<file path="config.mk">
export PLATFORM = sky130hd
export DESIGN_NAME = pdm_mic_capture_ctrl
export DESIGN_NICKNAME = d
export VERILOG_FILES = /design/src/rtl/pdm_mic_capture_ctrl.sv
export SDC_FILE = /design/constraint.sdc
export NUM_CORES = 1
export LEC_CHECK = 0
export CORE_MARGIN = 2
export CORE_UTILIZATION = 50
export CTS_CLUSTER_SIZE = 24
export DETAILED_ROUTE_END_ITERATION = 10
export GPL_ROUTABILITY_DRIVEN = 1
export PLACE_DENSITY = 0.74
export SKIP_LAST_GASP = 1
export SYNTH_ARGS = -nofsm -noshare
export SYNTH_HDL_FRONTEND = slang
export SYNTH_SLANG_ARGS = --single-unit
</file>
<file path="constraint.sdc">
create_clock -name clk -period 2.09 [get_ports clk]
set_input_delay 0.3135 -clock clk [delete_from_list [all_inputs] [get_ports clk]]
set_output_delay 0.3135 -clock clk [all_outputs]
set_load 0.02 [all_outputs]
</file>
<file path="src/rtl/pdm_mic_capture_ctrl.sv">
// PDM microphone capture sequencer: generates mclk/lrsel, runs a warm-up,
// then decimates left/right bit streams by ones-counting into PCM samples.
module pdm_mic_capture_ctrl #(
    parameter int CLK_DIV  = 25,
    parameter int WIN      = 64,
    parameter int OUT_W    = 7,
    parameter int WARM_CYC = 2048
) (
    input  logic             clk,
    input  logic             reset,
    input  logic             en,
    input  logic [1:0]       mode,
    input  logic             dataint,
    output logic             mclk,
    output logic             lrsel,
    output logic [OUT_W-1:0] pcm_l,
    output logic [OUT_W-1:0] pcm_r,
    output logic             out_valid,
    input  logic             out_ready,
    input  logic             clr_ovr,
    output logic             overrun,
    output logic             busy
);

    localparam int DIV_W = $clog2(CLK_DIV);
    localparam int BIT_W = $clog2(WIN);
    localparam int WRM_W = $clog2(WARM_CYC + 1);

    localparam logic [DIV_W-1:0] DIV_LAST = DIV_W'(CLK_DIV - 1);
    localparam logic [BIT_W-1:0] BIT_LAST = BIT_W'(WIN - 1);
    localparam logic [WRM_W-1:0] WRM_LAST = WRM_W'(WARM_CYC - 1);

    typedef enum logic [1:0] {
        IDLE   = 2'd0,
        WARMUP = 2'd1,
        RUN    = 2'd2
    } state_t;

    state_t             state, state_nxt;
    logic [DIV_W-1:0]   div_cnt;
    logic [1:0]         sync;
    logic [1:0]         mode_q;
    logic [WRM_W-1:0]   warm_cnt;
    logic [BIT_W-1:0]   bitcnt;
    logic [OUT_W-1:0]   cnt_l, cnt_r;

    logic din_s, wrap, rise_evt, fall_evt, start;
    logic use_l, use_r, bit_l, bit_r;
    logic warm_done, win_close, xfer, accept, drop;
    logic [OUT_W-1:0] smp_r;

    assign din_s     = sync[1];
    assign wrap      = (state != IDLE) && (div_cnt == DIV_LAST);
    assign rise_evt  = wrap && !mclk;
    assign fall_evt  = wrap && mclk;
    assign start     = (state == IDLE) && en;

    // Mono modes zero the unused channel by masking its bits.
    assign use_l     = (mode_q != 2'd1);
    assign use_r     = (mode_q != 2'd0);
    assign bit_l     = use_l & din_s;
    assign bit_r     = use_r & din_s;

    assign warm_done = (state == WARMUP) && rise_evt && (warm_cnt == WRM_LAST);
    assign win_close = (state == RUN) && rise_evt && (bitcnt == BIT_LAST);
    // The closing rise carries the window's last right bit.
    assign smp_r     = cnt_r + OUT_W'(bit_r);

    assign xfer      = out_valid && out_ready;
    assign accept    = win_close && (!out_valid || out_ready);
    assign drop      = win_close && out_valid && !out_ready;

    assign busy      = (state != IDLE);
    assign lrsel     = (mode_q == 2'd1);

    always_ff @(posedge clk or negedge reset) begin
        if (!reset) state <= IDLE;
        else        state <= state_nxt;
    end

    always_comb begin
        state_nxt = state;
        case (state)
            IDLE:    if (en) state_nxt = WARMUP;
            WARMUP: begin
                if (!en)           state_nxt = IDLE;
                else if (warm_done) state_nxt = RUN;
            end
            RUN:     if (win_close && !en) state_nxt = IDLE;
            default: state_nxt = IDLE;
        endcase
    end

    // Divider is parked in IDLE and on the cycle that enters IDLE, so mclk
    // drops together with busy and the first rise lands CLK_DIV after start.
    always_ff @(posedge clk or negedge reset) begin
        if (!reset) begin
            div_cnt <= '0;
            mclk    <= 1'b0;
        end else if (state == IDLE || state_nxt == IDLE) begin
            div_cnt <= '0;
            mclk    <= 1'b0;
        end else if (wrap) begin
            div_cnt <= '0;
            mclk    <= ~mclk;
        end else begin
            div_cnt <= div_cnt + 1'b1;
        end
    end

    always_ff @(posedge clk or negedge reset) begin
        if (!reset) sync <= '0;
        else        sync <= {sync[0], dataint};
    end

    always_ff @(posedge clk or negedge reset) begin
        if (!reset)     mode_q <= '0;
        else if (start) mode_q <= (mode == 2'd3) ? 2'd2 : mode;
    end

    always_ff @(posedge clk or negedge reset) begin
        if (!reset)                            warm_cnt <= '0;
        else if (start)                        warm_cnt <= '0;
        else if (state == WARMUP && rise_evt)  warm_cnt <= warm_cnt + 1'b1;
    end

    always_ff @(posedge clk or negedge reset) begin
        if (!reset) begin
            cnt_l  <= '0;
            cnt_r  <= '0;
            bitcnt <= '0;
        end else if (start || warm_done || win_close) begin
            cnt_l  <= '0;
            cnt_r  <= '0;
            bitcnt <= '0;
        end else if (state == RUN) begin
            if (fall_evt) cnt_l <= cnt_l + OUT_W'(bit_l);
            if (rise_evt) begin
                cnt_r  <= cnt_r + OUT_W'(bit_r);
                bitcnt <= bitcnt + 1'b1;
            end
        end
    end

    always_ff @(posedge clk or negedge reset) begin
        if (!reset) begin
            pcm_l     <= '0;
            pcm_r     <= '0;
            out_valid <= 1'b0;
        end else if (accept) begin
            pcm_l     <= cnt_l;
            pcm_r     <= smp_r;
            out_valid <= 1'b1;
        end else if (xfer) begin
            out_valid <= 1'b0;
        end
    end

    // A drop wins over a same-cycle clear so no overrun is lost.
    always_ff @(posedge clk or negedge reset) begin
        if (!reset)                overrun <= 1'b0;
        else if (drop)             overrun <= 1'b1;
        else if (clr_ovr || start) overrun <= 1'b0;
    end

endmodule
</file>
==> results by group, run 1 <==
Outcome
  • Run status: finished clean

Setup path
  • Required @ worst endpoint: 2.32 ns
  • Worst path arrival time: 2.21 ns
  • Crit path buffers/inverters: 4
  • CP max-delay cell: or4_4
  • Type of the setup path with the least slack: reg -> reg
  • Maximum single-stage delay on the critical path: 0.52 ns
  • CP most frequent cell: buf_4
  • CP Cell Sequence: inv_2 > ha_4 > nand4b_4 > or4_4 > buf_4 > o211ai_1 > buf_4 > buf_4 > a21oi_1
  • End of the worst register-to-register path: cnt_r[0]
  • Kind of capture point of the worst setup path: register
  • Length in cells of the worst reg-to-reg path: 9
  • Kind of cell adding the most delay to the critical path: simple AND/OR/NAND/NOR gates
  • FF-to-FF Start: div_cnt[0]
  • Largest fanout on the critical path: 5
  • Type of origin of the critical path: register
  • Setup slack, reg-to-reg: 0.11 ns

STA
  • Slew at the pin closest to its max-slew limit: 0.5242 ns
  • Final critical-path required period: 1.984 ns
  • Final setup violation count: 0
  • Worst clock skew on the final layout: 0.005623 ns
  • Final hold violation count: 0
  • RSZ-0062 raised after global routing: true
  • Worst relative slew slack: 0.6506
  • Pins Over Slew Limit: 0
  • Fin crit share: 0.9493
  • Timing-limited maximum frequency: 504.0 MHz

Clock tree
  • Sink Count: 60
  • Num CTS Buffers: 9
  • Clock insertion delay at the later pin of the skew report: 0.34 ns
  • Max clock buf depth: 2
  • Clock root buffer: clkbuf_8
  • Clk slew on worst S/H paths: 0.07 ns
  • H-tree lvl count: 3
  • TritonCTS clock tree: done

Yosys
  • Yosys reg bits: 60
  • Post-synth EDFFs: 0
  • Parity-gate share of the synthesized area counting xor and xnor cells: 0.08012
  • Fraction of the mapped netlist area in compound gates: 0.06316
  • Most frequent cells after synthesis: dfrtp_1, nor2_1, nand2_1
  • Register area share after synthesis: 0.5087
  • Synthesized-area fraction occupied by and/or/nand/nor cells: 0.2124
  • Average cell area after synthesis: 10.62 um^2
  • Fraction of synthesis flops using an asynchronous set or reset pin: 1.000
  • Largest cells by area after synthesis: dfrtp_1, xnor2_1, mux2_4
  • Adder-cell share of the synthesized area: 0.03391
  • Syn Std Cell Area: 2952 um^2
  • Primary flip-flop cell chosen by synthesis mapping: dfrtp_1
  • Top-area cell type share of the netlist area: 0.5087
  • Unique cell type count in the Yosys netlist: 42
  • Most used standard cell by instance count after synthesis: dfrtp_1
  • Post-Synthesis Net Count: 294
  • Warnings from Yosys: 0
  • Proportion of synthesized area in mux cells: 0.06783
  • Dominant combinational cell family by area after synthesis: simple AND/OR/NAND/NOR gates
  • Post-Synthesis Cells: 278
  • Largest area contributor in the synthesized netlist: dfrtp_1

Finish
  • Layout-stage area growth over the synthesis result: 23.65%
  • N_diodes: 0
  • Share of the core filled with cells in the final layout: 0.6508
  • Net count of the finished layout: 346
  • Share of cells above drive strength 1: 0.1886

Floorplan
  • Number of ports placed on the die boundary: 27
  • Die Wd: 80.83 um
  • Area of the core: 5608 um^2
  • DIE AREA: 6533 um^2
  • Die Ht: 80.83 um
  • Starting density of the core: 0.5263
  • Number of standard-cell rows in the floorplan: 27

Route
  • Detailed-router iteration count before antenna repair: 4
  • Total DRC errors in the routed layout: 0
  • Detailed-route wire length per cell: 14.64 um
  • Routed vias: 2211
  • 1st-iter DRT viols: 116
  • Post-DR vias/cell: 5.446
  • Wire length reported by the detailed router: 5943 um
  • Post-route antenna net violation count: 0

Global route
  • Via count of the first global-routing pass: 2152
  • Antenna violations before repair: 0
  • Largest net degree at the start of global routing: 25
  • Global-route wire length before repair: 9577 um
  • Total GRT Usage: 0.1963
  • Overflow left after global routing: 0

Place
  • Final weighted congestion in routability-driven placement: 0.8368
  • Detailed placement HPWL: 3865 um
  • Port Buffers: 26

Job
  • Number of max-capacitance violations reported: 0

Min path
  • Launch instance of the worst min-delay path: sync[0]
  • Kind of path behind the tightest hold check: reg -> reg
  • Worst Hold Path Cells: 0
  • Sink of the worst hold path: sync[1]

Power
  • Maximum vdd ir drop: 0.0004822 V
  • Total chip power: 0.002285 W
  • Static leakage: 1.691 nW
  • Pwr dens: 626.0 nW/um^2
==> through the flow <==
stage | cells | cell area, um^2 | hold slack [ns] | setup TNS (ns) | worst slack (ns)
detailed placement | 383 | 3377 | 0.3191 | 0 | 0.06681
CTS | 399 | 3573 | 0.3572 | 0 | 0.05098
finish | 406 | 3650 | 0.3539 | 0 | 0.1060
global placement | 383 | 3377 | 0.3160 | 0 | 0.1062
floorplan | 278 | 2962 | 0.01791 | -0.9639 | -0.1071
global route | 406 | 3650 | 0.3702 | -0.01349 | -0.01349
==> routing by layer <==
metal | vias up | track usage | part of all wire
li1 | 1071 | - | -
met1 | 1077 | 0.2430 | 0.47
met2 | 53 | 0.3165 | 0.47
met3 | 10 | 0.05667 | 0.040
met4 | 0 | 0.09322 | 0.020
met5 | - | 0 | 0
==> logic make-up (layout without fill, tap and decap cells) <==
family                     count (synthesis)  in the layout
buffers and inverters                     21             76
adders and majority gates                  8              8
DFF                                       60             60
AOI/OAI and AO/OA                         32             32
xor gates and xnor gates                  27             27
and+or+nand+nor                          115            116
muxes                                     15             15
==> worst max path at each step <==
stage,startpoint,end,slack (ns),depth (start not counted)
floorplan,div_cnt[0],pcm_l[0],-0.11,9
global placement,div_cnt[1],pcm_l[4],0.11,6
detailed placement,div_cnt[1],pcm_l[2],0.07,6
CTS,div_cnt[1],pcm_l[2],0.05,6
global route,mode_q[0],cnt_l[6],-0.01,8
finish,div_cnt[0],cnt_r[0],0.11,9
==> cells in the final DEF (no fill, tap or decap), types with 2 or more instances in the layout <==
master / netlist / layout
a21o_1: 2 / 2
a21oi_1: 11 / 11
and2_1: 2 / 2
and3_1: 3 / 3
buf_4: 0 / 24
clkbuf_8: 0 / 13
clkdlybuf4s50_1: 0 / 24
dfrtp_1: 60 / 59
ha_1: 8 / 7
inv_1: 9 / 7
inv_2: 0 / 2
mux2_2: 4 / 4
mux2_4: 9 / 9
mux2i_1: 2 / 2
nand2_1: 24 / 24
nand2b_1: 5 / 5
nand2b_4: 1 / 2
nand3_1: 15 / 15
nand3b_1: 3 / 3
nand4_1: 5 / 5
nand4b_1: 2 / 2
nor2_1: 25 / 25
nor2b_1: 3 / 3
nor3_1: 5 / 5
nor4_1: 6 / 6
o211ai_1: 2 / 2
o21a_1: 2 / 2
o21ai_0: 11 / 11
or3_1: 7 / 7
or4_1: 3 / 2
xnor2_1: 16 / 16
xor2_1: 11 / 11
==> worst register-to-register path: cells and delay by family, from the launching register on <==
kind / cells / cell delay (ns)
AND/OR/NAND/NOR: 2 / 0.64
buffers and inverters: 4 / 0.57
flip-flops: 1 / 0.39
adder cells (fa/ha/maj): 1 / 0.14
AO/OA/AOI/OAI: 2 / 0.13
==> power breakdown <==
group          leakage [nW]  total [W]  switching [W]  internal (W)
Clock                0.0986   0.000994       0.000442      0.000552
Sequential            0.821    0.00118     0.00000663       0.00117
Combinational         0.771   0.000113      0.0000653     0.0000480
Total                  1.69    0.00228       0.000514       0.00177
==> area by class of cell <==
class	instances	area, um^2
Tap cell	72	90.09
Timing Repair Buffer	52	455.4
Inverter	9	33.78
Fill cell	469	1958
Clock inverter	1	5.005
Sequential cell	60	1503
Multi-Input combinational cell	198	1380
Clock buffer	14	182.7
==> sequential cells by signal, summed over array words and instances (netlist names) <==
signal / cells
bitcnt: 6
cnt_l: 7
cnt_r: 7
div_cnt: 5
mclk: 1
mode_q: 2
out_valid: 1
overrun: 1
pcm_l: 7
pcm_r: 7
state: 2
sync: 2
warm_cnt: 12
==> repair_timing <==
action / 4_1_cts / 5_1_grt
hold buffers: 1 / 0
pin swaps: 0 / 3
resized for setup: 1 / 11
endpoints found under the setup margin: 1 / 33
cloned: 0 / 4
setup buffers: 0 / 3
hold endpoints to repair: 22 / 0
Note: power is estimated with default switching activity, not from simulation.
==> inputs of run 2 (changes only) <==
--- a/config.mk
+++ b/config.mk
@@ -10,7 +10,8 @@
 export CTS_CLUSTER_SIZE = 24
 export DETAILED_ROUTE_END_ITERATION = 10
 export GPL_ROUTABILITY_DRIVEN = 1
-export PLACE_DENSITY = 0.74
+export PLACE_DENSITY = 0.71
+export SKIP_CTS_REPAIR_TIMING = 1
 export SKIP_LAST_GASP = 1
 export SYNTH_ARGS = -nofsm -noshare
 export SYNTH_HDL_FRONTEND = slang
==> constraint.sdc (replaced) <==
create_clock -name clk -period 2.1 [get_ports clk]
set_input_delay 0.315 -clock clk [delete_from_list [all_inputs] [get_ports clk]]
set_output_delay 0.315 -clock clk [all_outputs]
set_load 0.02 [all_outputs]
==> run 2 against run 1 <==
- utilization grew 1.6 points
- wire length grew 2.2%
- via count shrank 0.72%
- sequential cell count is the same
- worst setup slack lost 0.10 ns
- maximum frequency shrank 5.4%
==> results by group, run 2 (synthesized netlist as in run 1, its figures left out) <==
Route
  • Total DRC errors in the routed layout: 0 (unchanged)
  • Detailed-route wire length per cell: 14.86 um (+1.5%)
  • Post-route antenna net violation count: 0 (unchanged)
  • Detailed-router iteration count before antenna repair: 4 (unchanged)
  • Wire length reported by the detailed router: 6076 um (+2.2%)
  • 1st-iter DRT viols: 112 (-3.4%)
  • Routed vias: 2195 (-0.72%)
  • Post-DR vias/cell: 5.367 (-1.5%)

Finish
  • Most frequent standard cell in the layout excluding fill and tap cells: dfrtp_1
  • Layout-stage area growth over the synthesis result: 26.75%
  • Final std cell area, no fill: 3741 um^2 (+2.5%)
  • Share of cells above drive strength 1: 0.2107 (+0.02206)
  • Area taken by flip-flops and latches: 1503 um^2 (unchanged)
  • Leading cell types in the layout, fill and taps excluded: dfrtp_1, nor2_1, clkdlybuf4s50_1, nand2_1, buf_4
  • # fillers: 436 (-7.0%)
  • Most flops, register: warm_cnt
  • Net count of the finished layout: 348 (+0.58%)
  • Combined area of the multi-input logic cells: 1393 um^2 (+0.91%)
  • Number of flip-flops under the largest register name: 12 (unchanged)
  • N_diodes: 0 (unchanged)

Clock tree
  • Sink Count: 60 (unchanged)
  • Clock root buffer: clkbuf_8
  • Clock insertion delay at the later pin of the skew report: 0.34 ns (about the same)
  • Max clock buf depth: 2 (unchanged)
  • Clk slew on worst S/H paths: 0.07 ns (about the same)
  • H-tree lvl count: 3 (unchanged)
  • TritonCTS clock tree: done
  • Num CTS Buffers: 9 (unchanged)

Power
  • Pwr dens: 667.5 nW/um^2 (+6.6%)
  • Static leakage: 1.725 nW (+2.0%)
  • Maximum vdd ir drop: 0.0005211 V (+8.1%)

Place
  • Detailed placement HPWL: 3896 um (+0.81%)
  • Standard cell area after detailed placement: 3362 um^2 (-0.44%)
  • Final weighted congestion in routability-driven placement: 0.7853 (-6.2%)
  • Port Buffers: 26 (unchanged)

Global route
  • Total GRT Usage: 0.1955 (-0.0007656)
  • Via count of the first global-routing pass: 2132 (-0.93%)
  • Overflow left after global routing: 0 (unchanged)
  • Largest net degree at the start of global routing: 24 (-4.0%)
  • Antenna violations before repair: 0 (unchanged)
  • Global-route wire length before repair: 9660 um (+0.87%)

STA
  • Worst clock skew on the final layout: 0.005774 ns (+0.0001507 ns)
  • Final worst hold slack: 0.3536 ns (-0.0003710 ns)
  • RSZ-0062 raised after global routing: true
  • Final setup violation count: 0 (unchanged)
  • Timing-limited maximum frequency: 477.0 MHz (-5.4%)
  • Fin crit share: 0.9984 (+0.04911)
  • Slew at the pin closest to its max-slew limit: 0.5025 ns (-0.02161 ns)
  • Final critical-path required period: 2.097 ns (+0.1126 ns)
  • Worst relative slew slack: 0.6650 (+0.01441)
  • Pins Over Slew Limit: 0 (unchanged)
  • Final hold violation count: 0 (unchanged)

Setup path
  • Kind of capture point of the worst setup path: register
  • Type of origin of the critical path: register
  • Required @ worst endpoint: 2.33 ns (about the same)
  • Type of the setup path with the least slack: reg -> reg
  • Worst path arrival time: 2.32 ns (+0.11 ns)
  • Largest fanout on the critical path: 7 (+2)

Floorplan
  • Area of the core: 5608 um^2 (unchanged)
  • Die Wd: 80.83 um (unchanged)
  • Number of standard-cell rows in the floorplan: 27 (unchanged)
  • Number of ports placed on the die boundary: 27 (unchanged)
  • Die Ht: 80.83 um (unchanged)
  • Starting density of the core: 0.5263 (unchanged)
  • DIE AREA: 6533 um^2 (unchanged)

Min path
  • Kind of path behind the tightest hold check: reg -> reg

Outcome
  • Run status: finished clean

Job
  • Number of max-capacitance violations reported: 0 (unchanged)
==> run 2: cell type report <==
class,instances,area share
Clock buffer,12,0.04415
Clock inverter,4,0.01873
Inverter,9,0.009030
Multi-Input combinational cell,198,0.3722
Sequential cell,60,0.4017
Tap cell,72,0.02408
Timing Repair Buffer,54,0.1301
==> run 2: report_power, final <==
part	total (W)	switching [W]	leakage [nW]	internal [W]
Clock	0.00121	0.000450	0.122	0.000761
Combinational	0.000114	0.0000660	0.781	0.0000482
Sequential	0.00117	0.00000672	0.821	0.00116
Total	0.00250	0.000523	1.73	0.00197
==> run 2: through the flow <==
stage	std cells	TNS (ns)	setup slack, ns	utilization	total power (W)
6_report	409	0	0.003397	0.6671	0.002497
5_1_grt	409	-1.399	-0.07085	0.6671	0.002585
4_1_cts	397	0	0.01631	0.6415	0.002514
3_5_place_dp	381	0	0.02644	0.5995	0.001294
3_3_place_gp	381	0	0.07116	0.5995	0.001292
2_1_floorplan	278	-0.8739	-0.09709	-	0.001231
==> run 2: routing by layer <==
metal / vias up / GRT usage / wire (um) / share of wire
li1: 1072 / - / - / -
met1: 1056 / 0.2698 / 3001 / 0.49
met5: - / 0 / 0 / 0
met4: 0 / 0.09322 / 151 / 0.025
met3: 14 / 0.05222 / 280 / 0.046
met2: 53 / 0.2868 / 2642 / 0.43
==> run 2: path summary, 6_finish.rpt <==
check	end	startpoint	slack (ns)	depth (start not counted)
min reg2reg	sync[1]	sync[0]	0.35	0
min	sync[1]	sync[0]	0.35	0
max in group asynchronous	warm_cnt[9]	reset	0.95	3
max	pcm_l[4]	bitcnt[1]	0.003	6
min in group asynchronous	pcm_r[4]	reset	0.47	2
max reg2reg	pcm_l[4]	bitcnt[1]	0.003	6
==> run 2: worst max-delay path, cell delays in order, from the launching register on <==
cell and delay (ns):
dfrtp_1 0.39, ha_2 0.21, nand4_1 0.13, or4_4 0.57
buf_6 0.14, nand2b_4 0.20, mux2_4 0.33
